===== src/rtl/board_input_capture.sv =====
// Button/switch input front end: synchronizes switches, debounces six buttons into
// one-cycle press strobes, and captures shift operands in the single clk domain.
module board_input_capture #(
  parameter int DEBOUNCE_CYCLES = 1000000,
  parameter int CNT_W           = 20
) (
  input  logic         clk,
  input  logic         rst,
  input  logic [1:32]  sw,
  input  logic [1:6]   swb,
  output logic [32:1]  shift_data,
  output logic [8:1]   shift_num,
  output logic [3:1]   shift_op,
  output logic         carry_flag,
  output logic [1:6]   btn_pulse,
  output logic         load_valid
);

  typedef enum logic [1:0] {
    RELEASED,
    CHECK_PRESS,
    PRESSED,
    CHECK_RELEASE
  } btn_state_t;

  localparam logic [CNT_W-1:0] CNT_LAST = CNT_W'(DEBOUNCE_CYCLES - 1);
  localparam logic [CNT_W-1:0] CNT_ONE  = CNT_W'(1);

  logic [1:32] sw_meta_reg, sw_s;
  logic [1:6]  swb_meta_reg, swb_s;

  always_ff @(posedge clk or posedge rst) begin
    if (rst) begin
      sw_meta_reg  <= '0;
      sw_s         <= '0;
      swb_meta_reg <= '0;
      swb_s        <= '0;
    end else begin
      sw_meta_reg  <= sw;
      sw_s         <= sw_meta_reg;
      swb_meta_reg <= swb;
      swb_s        <= swb_meta_reg;
    end
  end

  // One debounce FSM per button; the strobe fires only on the CHECK_PRESS -> PRESSED step.
  for (genvar gi = 1; gi <= 6; gi++) begin : g_btn
    btn_state_t       state_reg;
    logic [CNT_W-1:0] cnt_reg;
    logic             pulse_reg;

    always_ff @(posedge clk or posedge rst) begin
      if (rst) begin
        state_reg <= RELEASED;
        cnt_reg   <= '0;
        pulse_reg <= 1'b0;
      end else begin
        pulse_reg <= 1'b0;
        case (state_reg)
          RELEASED: begin
            if (swb_s[gi]) begin
              state_reg <= CHECK_PRESS;
              cnt_reg   <= CNT_ONE;
            end
          end
          CHECK_PRESS: begin
            if (!swb_s[gi]) begin
              state_reg <= RELEASED;
              cnt_reg   <= '0;
            end else if (cnt_reg == CNT_LAST) begin
              state_reg <= PRESSED;
              cnt_reg   <= '0;
              pulse_reg <= 1'b1;
            end else begin
              cnt_reg <= cnt_reg + CNT_ONE;
            end
          end
          PRESSED: begin
            if (!swb_s[gi]) begin
              state_reg <= CHECK_RELEASE;
              cnt_reg   <= CNT_ONE;
            end
          end
          CHECK_RELEASE: begin
            if (swb_s[gi]) begin
              state_reg <= PRESSED;
              cnt_reg   <= '0;
            end else if (cnt_reg == CNT_LAST) begin
              state_reg <= RELEASED;
              cnt_reg   <= '0;
            end else begin
              cnt_reg <= cnt_reg + CNT_ONE;
            end
          end
          default: begin
            state_reg <= RELEASED;
            cnt_reg   <= '0;
          end
        endcase
      end
    end

    assign btn_pulse[gi] = pulse_reg;
  end

  // Buttons 3..5 are strobe-only, so they never raise load_valid.
  always_ff @(posedge clk or posedge rst) begin
    if (rst) begin
      shift_data <= '0;
      shift_num  <= '0;
      shift_op   <= '0;
      carry_flag <= 1'b0;
      load_valid <= 1'b0;
    end else begin
      load_valid <= btn_pulse[1] | btn_pulse[2] | btn_pulse[6];
      if (btn_pulse[1]) shift_data <= sw_s;
      if (btn_pulse[2]) {shift_num, shift_op} <= sw_s[1:11];
      if (btn_pulse[6]) carry_flag <= ~carry_flag;
    end
  end

endmodule


===== config.mk =====
export PLATFORM = sky130hd
export DESIGN_NAME = board_input_capture
export DESIGN_NICKNAME = d
export VERILOG_FILES = /design/src/rtl/board_input_capture.sv
export SDC_FILE = /design/constraint.sdc
export NUM_CORES = 1
export LEC_CHECK = 0
export BUFFER_PORTS_ARGS = -buffer_cell sky130_fd_sc_hd__clkbuf_2
export CORE_UTILIZATION = 64
export DETAILED_ROUTE_END_ITERATION = 8
export GPL_TIMING_DRIVEN = 1
export PLACE_DENSITY = 0.84
export SLEW_MARGIN = 0
export SYNTH_ARGS = -nofsm -noshare
export SYNTH_HDL_FRONTEND = slang
export SYNTH_SLANG_ARGS = --single-unit

===== constraint.sdc =====
create_clock -name clk -period 18.4 [get_ports clk]
set_input_delay 0.92 -clock clk [delete_from_list [all_inputs] [get_ports clk]]
set_output_delay 0.92 -clock clk [all_outputs]
set_load 0.02 [all_outputs]

Word-level counts from Yosys, hierarchy flattened
Cells that the tools add are included.
- bits in registers: 259
- latch bits: 0
- memory bits (writable): 0
- bits in read-only memories: 0
- input bits: 40
- output and inout bits: 51
- word-level logic and storage cells: 198
- memories kept: 0
- $add $sub $neg: 6
- multipliers: 0
- div/mod/pow operators: 0
- order comparisons: 0
- eq/ne operators: 48
- shift operators: 0
- multiplexer cells: 96
- bitwise logic cells: 3
- reduce and logical (&&, ||, !) cells: 18
- operator list (cell ; number):
    2-to-1 mux 20 bit ; 30
    case mux 20 bit (4 select lines) ; 6
    adder 20 x 1 -> 20 bit, second input constant ; 6
    equality test 20 bit, second input constant ; 6
    2-to-1 mux 2 bit ; 36
    case mux 2 bit (4 select lines) ; 6
    != test 3 bit, second input constant ; 12
    equality test 2 bit, second input constant ; 12
    != test 2 bit, second input constant ; 12
    AND reduction 4 bit ; 6
    2-to-1 mux 1 bit ; 18
    equality test 2 x 1 -> 1 bit, second input constant ; 6
    logical NOT 2 bit ; 6
    AND reduction 2 bit ; 6
    OR 1 bit ; 2
    inverter 1 bit ; 1

Logic depth before layout (Yosys ltp)
- depth after elaboration: 4
- mapped depth: 8
- depth with buffers taken out: 6

Least setup slack after synthesis
No wires, ideal clock.
- kind: reg-to-reg
- from: register g_btn[5].cnt_reg[0]
- to: register g_btn[5].cnt_reg[1]
- library setup time: 0.121 ns
- arrival time: 1.882 ns
- required time: 18.279 ns
- slack: 16.397 ns
- cell stages (with the launch flop): 8
- path buffers: 2
- clock period less this slack: 2.003 ns
- path through: dfrtp_1 ha_1 nand3_1 nor4_1 a21oi_1 buf_2 buf_2 a22o_1
- longest elaborated chain between the ends: 4
- elaborated cells on any way between the ends: 6
- classes of those cells: add/sub: 1; eq/ne: 1; mux: 4
- ends and longest elaborated chain (item ; RTL line ; RTL):
    start: declaration ; 49 ; logic [CNT_W-1:0] cnt_reg;
    start signal: assignment ; 75 ; cnt_reg <= cnt_reg + CNT_ONE;
    start signal: assignment ; 92 ; cnt_reg <= cnt_reg + CNT_ONE;
    adder 20 x 1 -> 20 bit or equality test 20 bit (tied branches) ; -- ;
    2-to-1 mux 20 bit (*) ; 70, 88 ;
    2-to-1 mux 20 bit (on tied branches) ; 85, 67 ;
    case mux 20 bit (4 select lines) (*) ; 59 ; case (state_reg)
Mark *: on every way between the ends. The rest lies on a longest branch, timed or not.
A chain may end at the register's enable or synchronous reset.

==> run_summary.xml <==
<?xml version="1.0" encoding="UTF-8"?>
<metrics>
  <group name="run_status">
    <metric name="outcome" unit="">completed</metric>
  </group>
  <group name="timing">
    <metric name="final.min_clock_period" unit="ns">2.714</metric>
    <metric name="worst-slew-pin-transition" unit="ns">1.259</metric>
    <metric name="worst_clock_skew" unit="ns">0.008532</metric>
    <metric name="setup_viol_count_final" unit="">0</metric>
    <metric name="rsz0062_at_grt" unit="">false</metric>
    <metric name="share_of_the_cycle_needed_by_the_critical_path_after_routing" unit="%">14.75</metric>
    <metric name="clock.fmax" unit="MHz">368.5</metric>
    <metric name="final-hold-violation-count" unit="">0</metric>
    <metric name="report.final.slew_viol_count" unit="">0</metric>
    <metric name="timing.max_slew.rel_slack" unit="%">16.08</metric>
    <metric name="final.setup.tns" unit="ns">0</metric>
  </group>
  <group name="routing">
    <metric name="detail_route.vias_per_cell" unit="">6.177</metric>
    <metric name="ant_nets" unit="">0</metric>
    <metric name="drt-total-wl" unit="um">22180</metric>
    <metric name="firstDrtPassIters" unit="">5</metric>
    <metric name="detail_route.iter0.violations" unit="">759</metric>
    <metric name="post-route-drc-count" unit="">0</metric>
    <metric name="num_vias" unit="">8123</metric>
    <metric name="routedWlPerCell" unit="um">16.87</metric>
  </group>
  <group name="synthesis">
    <metric name="synth-edff-count" unit="">0</metric>
    <metric name="synth_top_area_share" unit="%">58.37</metric>
    <metric name="netlist_instances" unit="">1001</metric>
    <metric name="synth-main-ff-cell" unit="">sky130_fd_sc_hd__dfrtp_1</metric>
    <metric name="synthesis.area" unit="um2">11100</metric>
    <metric name="nets_in_the_synthesized_netlist" unit="">1047</metric>
    <metric name="synth-async-reset-ratio" unit="%">100.0</metric>
    <metric name="synthesis.area_per_instance" unit="um2">11.09</metric>
    <metric name="yosys_warnings" unit="">0</metric>
    <metric name="synthDistinctLibCells" unit="">62</metric>
    <metric name="netlist.top_cell.by_area" unit="">sky130_fd_sc_hd__dfrtp_1</metric>
    <metric name="ys_seq_elements" unit="">259</metric>
    <metric name="synth_seq_area_share" unit="%">58.37</metric>
    <metric name="synthTopCellsByArea" unit="">sky130_fd_sc_hd__dfrtp_1 (58%), sky130_fd_sc_hd__mux2_2 (4.6%), sky130_fd_sc_hd__nand2_1 (3.0%), sky130_fd_sc_hd__nand3_1 (2.8%), sky130_fd_sc_hd__a21oi_1 (2.7%)</metric>
  </group>
  <group name="floorplan">
    <metric name="fp.dieW" unit="um">133.7</metric>
    <metric name="rows" unit="">47</metric>
    <metric name="fp.dieH" unit="um">133.7</metric>
    <metric name="core-area" unit="um2">16760</metric>
    <metric name="dieArea" unit="um2">17880</metric>
    <metric name="initial_util" unit="%">66.26</metric>
    <metric name="floorplan.io_pins" unit="">91</metric>
  </group>
  <group name="power_and_ir_drop">
    <metric name="p_per_area" unit="nW/um2">116.3</metric>
    <metric name="seqPwrFrac" unit="%">44.5</metric>
    <metric name="power.share.switching" unit="%">30.99</metric>
    <metric name="power.combinational.fraction" unit="%">20.6</metric>
    <metric name="power.internal" unit="mW">1.003</metric>
    <metric name="vdd_drop_max" unit="V">0.0001076</metric>
    <metric name="p_clk_share" unit="%">34.9</metric>
    <metric name="netSwitchingPower" unit="uW">450.4</metric>
    <metric name="leakage" unit="nW">5.615</metric>
  </group>
  <group name="hold_path">
    <metric name="worst_hold_check_path_type" unit="">reg -&gt; reg</metric>
    <metric name="worst_hold_path.num_cells" unit="">0</metric>
  </group>
  <group name="placed_design">
    <metric name="place_hpwl" unit="um">13880</metric>
    <metric name="place_congestion" unit="">0.8311</metric>
    <metric name="numPortBuffers" unit="">90</metric>
  </group>
  <group name="clock_tree">
    <metric name="tritoncts.num_buffers" unit="">26</metric>
    <metric name="cts_repair_resize_count" unit="">0</metric>
    <metric name="tritoncts" unit="">yes</metric>
    <metric name="clock_latency" unit="ns">0.52</metric>
    <metric name="cts_post_setup_buffers_inserted" unit="">0</metric>
    <metric name="ctsRootBufferMaster" unit="">sky130_fd_sc_hd__clkbuf_16</metric>
    <metric name="ctsHoldBuffers" unit="">0</metric>
    <metric name="max-clock-path-buffers" unit="">3</metric>
    <metric name="clock_slew_at_the_register_clock_pins_of_the_worst_setup_and_hold_paths" unit="ns">0.06</metric>
    <metric name="clock_tree.htree_level_count" unit="">1</metric>
    <metric name="cts.sinks" unit="">259</metric>
  </group>
  <group name="final_layout">
    <metric name="antenna_cells_inserted" unit="">0</metric>
    <metric name="layout.core_utilization" unit="%">74.57</metric>
    <metric name="syn2layout_area_growth" unit="%">12.55</metric>
    <metric name="largest_reg_flops" unit="">120</metric>
    <metric name="filler_cell_count" unit="">1131</metric>
    <metric name="drive_gt1_share" unit="%">18.54</metric>
    <metric name="final_nets" unit="">1121</metric>
  </group>
  <group name="worst_setup_path">
    <metric name="path_max_fanout" unit="">124</metric>
    <metric name="timing.critical_path.slowest_cell_delay" unit="ns">0.81</metric>
    <metric name="timing.critical_path.cells" unit="">clkbuf_2 &gt; inv_8 &gt; buf_4 &gt; buf_4</metric>
    <metric name="worstSetupPathType" unit="">in -&gt; async</metric>
    <metric name="critical-path-top-cell-by-count" unit="">sky130_fd_sc_hd__buf_4</metric>
    <metric name="critical_path.endpoint_type" unit="">asynchronous set/reset pin</metric>
    <metric name="r2r.worst_path.cells" unit="">6</metric>
    <metric name="crit_slowest_cell" unit="">sky130_fd_sc_hd__buf_4</metric>
    <metric name="setup.worst_path.start_class" unit="">input pin</metric>
    <metric name="required" unit="ns">18.92</metric>
    <metric name="cp.arrival" unit="ns">3.24</metric>
  </group>
  <group name="global_route">
    <metric name="overflow_left_after_global_routing" unit="">0</metric>
    <metric name="pin_count_of_the_biggest_net_entering_global_routing" unit="">125</metric>
    <metric name="grt_pass1_vias" unit="">7733</metric>
    <metric name="first_pass_grt_wire_length" unit="um">38150</metric>
    <metric name="globalRouteMet2Util" unit="%">40.88</metric>
    <metric name="antenna_found_initial" unit="">0</metric>
    <metric name="use_met1" unit="%">38.27</metric>
    <metric name="grtUsageMet3" unit="%">3.272</metric>
    <metric name="grt_most_used_layer" unit="">met2</metric>
    <metric name="global_route.usage.total" unit="%">26.05</metric>
  </group>
  <group name="job">
    <metric name="max-cap-violations" unit="">0</metric>
  </group>
</metrics>
synthesized netlist by cell type, drive strengths merged, types with 6 or more instances:
cell type / number
clkbuf: 31
xor2: 11
and3: 11
nand2b: 15
nand3: 62
nand4: 34
nand2: 89
a21o: 16
o21ai: 48
mux2i: 19
nor4: 16
inv: 17
o21a: 7
dfrtp: 259
nor2: 44
a31oi: 47
o22ai: 6
and4: 12
nor3: 25
mux2: 47
buf: 19
a21oi: 64
a22o: 23
ha: 6
power by group through the flow:
stage          clock network [mW]  registers, mW  logic, mW
6_report                    0.507          0.647      0.299
5_1_grt                     0.539          0.653      0.338
4_1_cts                     0.517          0.646      0.297
3_5_place_dp                    0          0.656      0.294
3_3_place_gp                    0          0.654      0.282
2_1_floorplan                   0          0.645      0.242
cell families (layout without fill, tap and decap cells):
group,after synthesis,after routing,share of synthesized area [%]
AOI/OAI and AO/OA,236,236,13.42
xor gates and xnor gates,16,16,1.262
adders and majority gates,6,6,0.6760
buffers and inverters,67,161,2.704
DFF,259,259,58.37
muxes,66,66,6.479
and+or+nand+nor,351,351,17.09
critical path, delay by kind of cell:
kind	cells	cell delay [ns]
buf+inv	4	2.24
cell type report:
cell class	instances	area [um2]	area share, %
flip-flops and latches	259	6482	51.87
well taps	220	275.3	2.202
clock inverters	9	52.55	0.4205
inverters	17	71.32	0.5706
clock buffers	39	790.8	6.327
multi-input cells	675	4330	34.65
repair buffers	96	495.5	3.964
path summary, 6_finish.rpt:
check	start	end	slack, ns
max in group clk	g_btn[5].cnt_reg[0]$_DFFE_PP0P_	g_btn[5].cnt_reg[5]$_DFFE_PP0P_	15.79
hold reg to reg	swb_meta_reg[5]$_DFF_PP0_	swb_s[5]$_DFF_PP0_	0.34
setup / recovery	rst	sw_s[12]$_DFF_PP0_	15.69
setup reg to reg	g_btn[5].cnt_reg[0]$_DFFE_PP0P_	g_btn[5].cnt_reg[5]$_DFFE_PP0P_	15.79
min in group asynchronous	rst	sw_meta_reg[32]$_DFF_PP0_	0.55
hold / removal	swb_meta_reg[5]$_DFF_PP0_	swb_s[5]$_DFF_PP0_	0.34
routing by layer:
| layer | wire length [um] | up-vias |
|---|---|---|
| li1 | - | 3852 |
| met2 | 10520 | 255 |
| met4 | 461 | 0 |
| met1 | 10060 | 3978 |
| met5 | 0 | - |
| met3 | 1141 | 38 |
metrics by stage:
stage	area [um2]	power, mW	setup WS [ns]	instances	hold WS (ns)
6_report	12500	1.453	15.69	1315	0.3427
4_1_cts	12500	1.460	15.52	1315	0.3447
3_3_place_gp	11650	0.9362	15.02	1267	0.3320
2_1_floorplan	11100	0.8871	10.35	1001	0.3312
3_5_place_dp	11650	0.9497	14.98	1267	0.3347
5_1_grt	12500	1.530	15.19	1315	0.3498
layout by cell type (no fill, tap or decap), types with 11 or more instances in the layout:
master                      Yosys  layout
sky130_fd_sc_hd__mux2i_1       19      19
sky130_fd_sc_hd__a31oi_1       47      47
sky130_fd_sc_hd__a22o_1        23      23
sky130_fd_sc_hd__o21ai_0       45      45
sky130_fd_sc_hd__a21o_1        16      16
sky130_fd_sc_hd__xor2_1        11      11
sky130_fd_sc_hd__nor4_1        11      11
sky130_fd_sc_hd__a21oi_1       61      59
sky130_fd_sc_hd__inv_1         17      16
sky130_fd_sc_hd__nand2b_1      15      15
sky130_fd_sc_hd__clkbuf_16      0      27
sky130_fd_sc_hd__and3_1        11      11
sky130_fd_sc_hd__clkbuf_2       0      90
sky130_fd_sc_hd__nand4_1       34      34
sky130_fd_sc_hd__nand2_1       89      89
sky130_fd_sc_hd__nor2_1        44      44
sky130_fd_sc_hd__nor3_1        25      25
sky130_fd_sc_hd__mux2_2        45      45
sky130_fd_sc_hd__nand3_1       62      62
sky130_fd_sc_hd__dfrtp_1      259     258
sky130_fd_sc_hd__and4_1        12      12
Note: power is estimated with default switching activity, not from simulation.
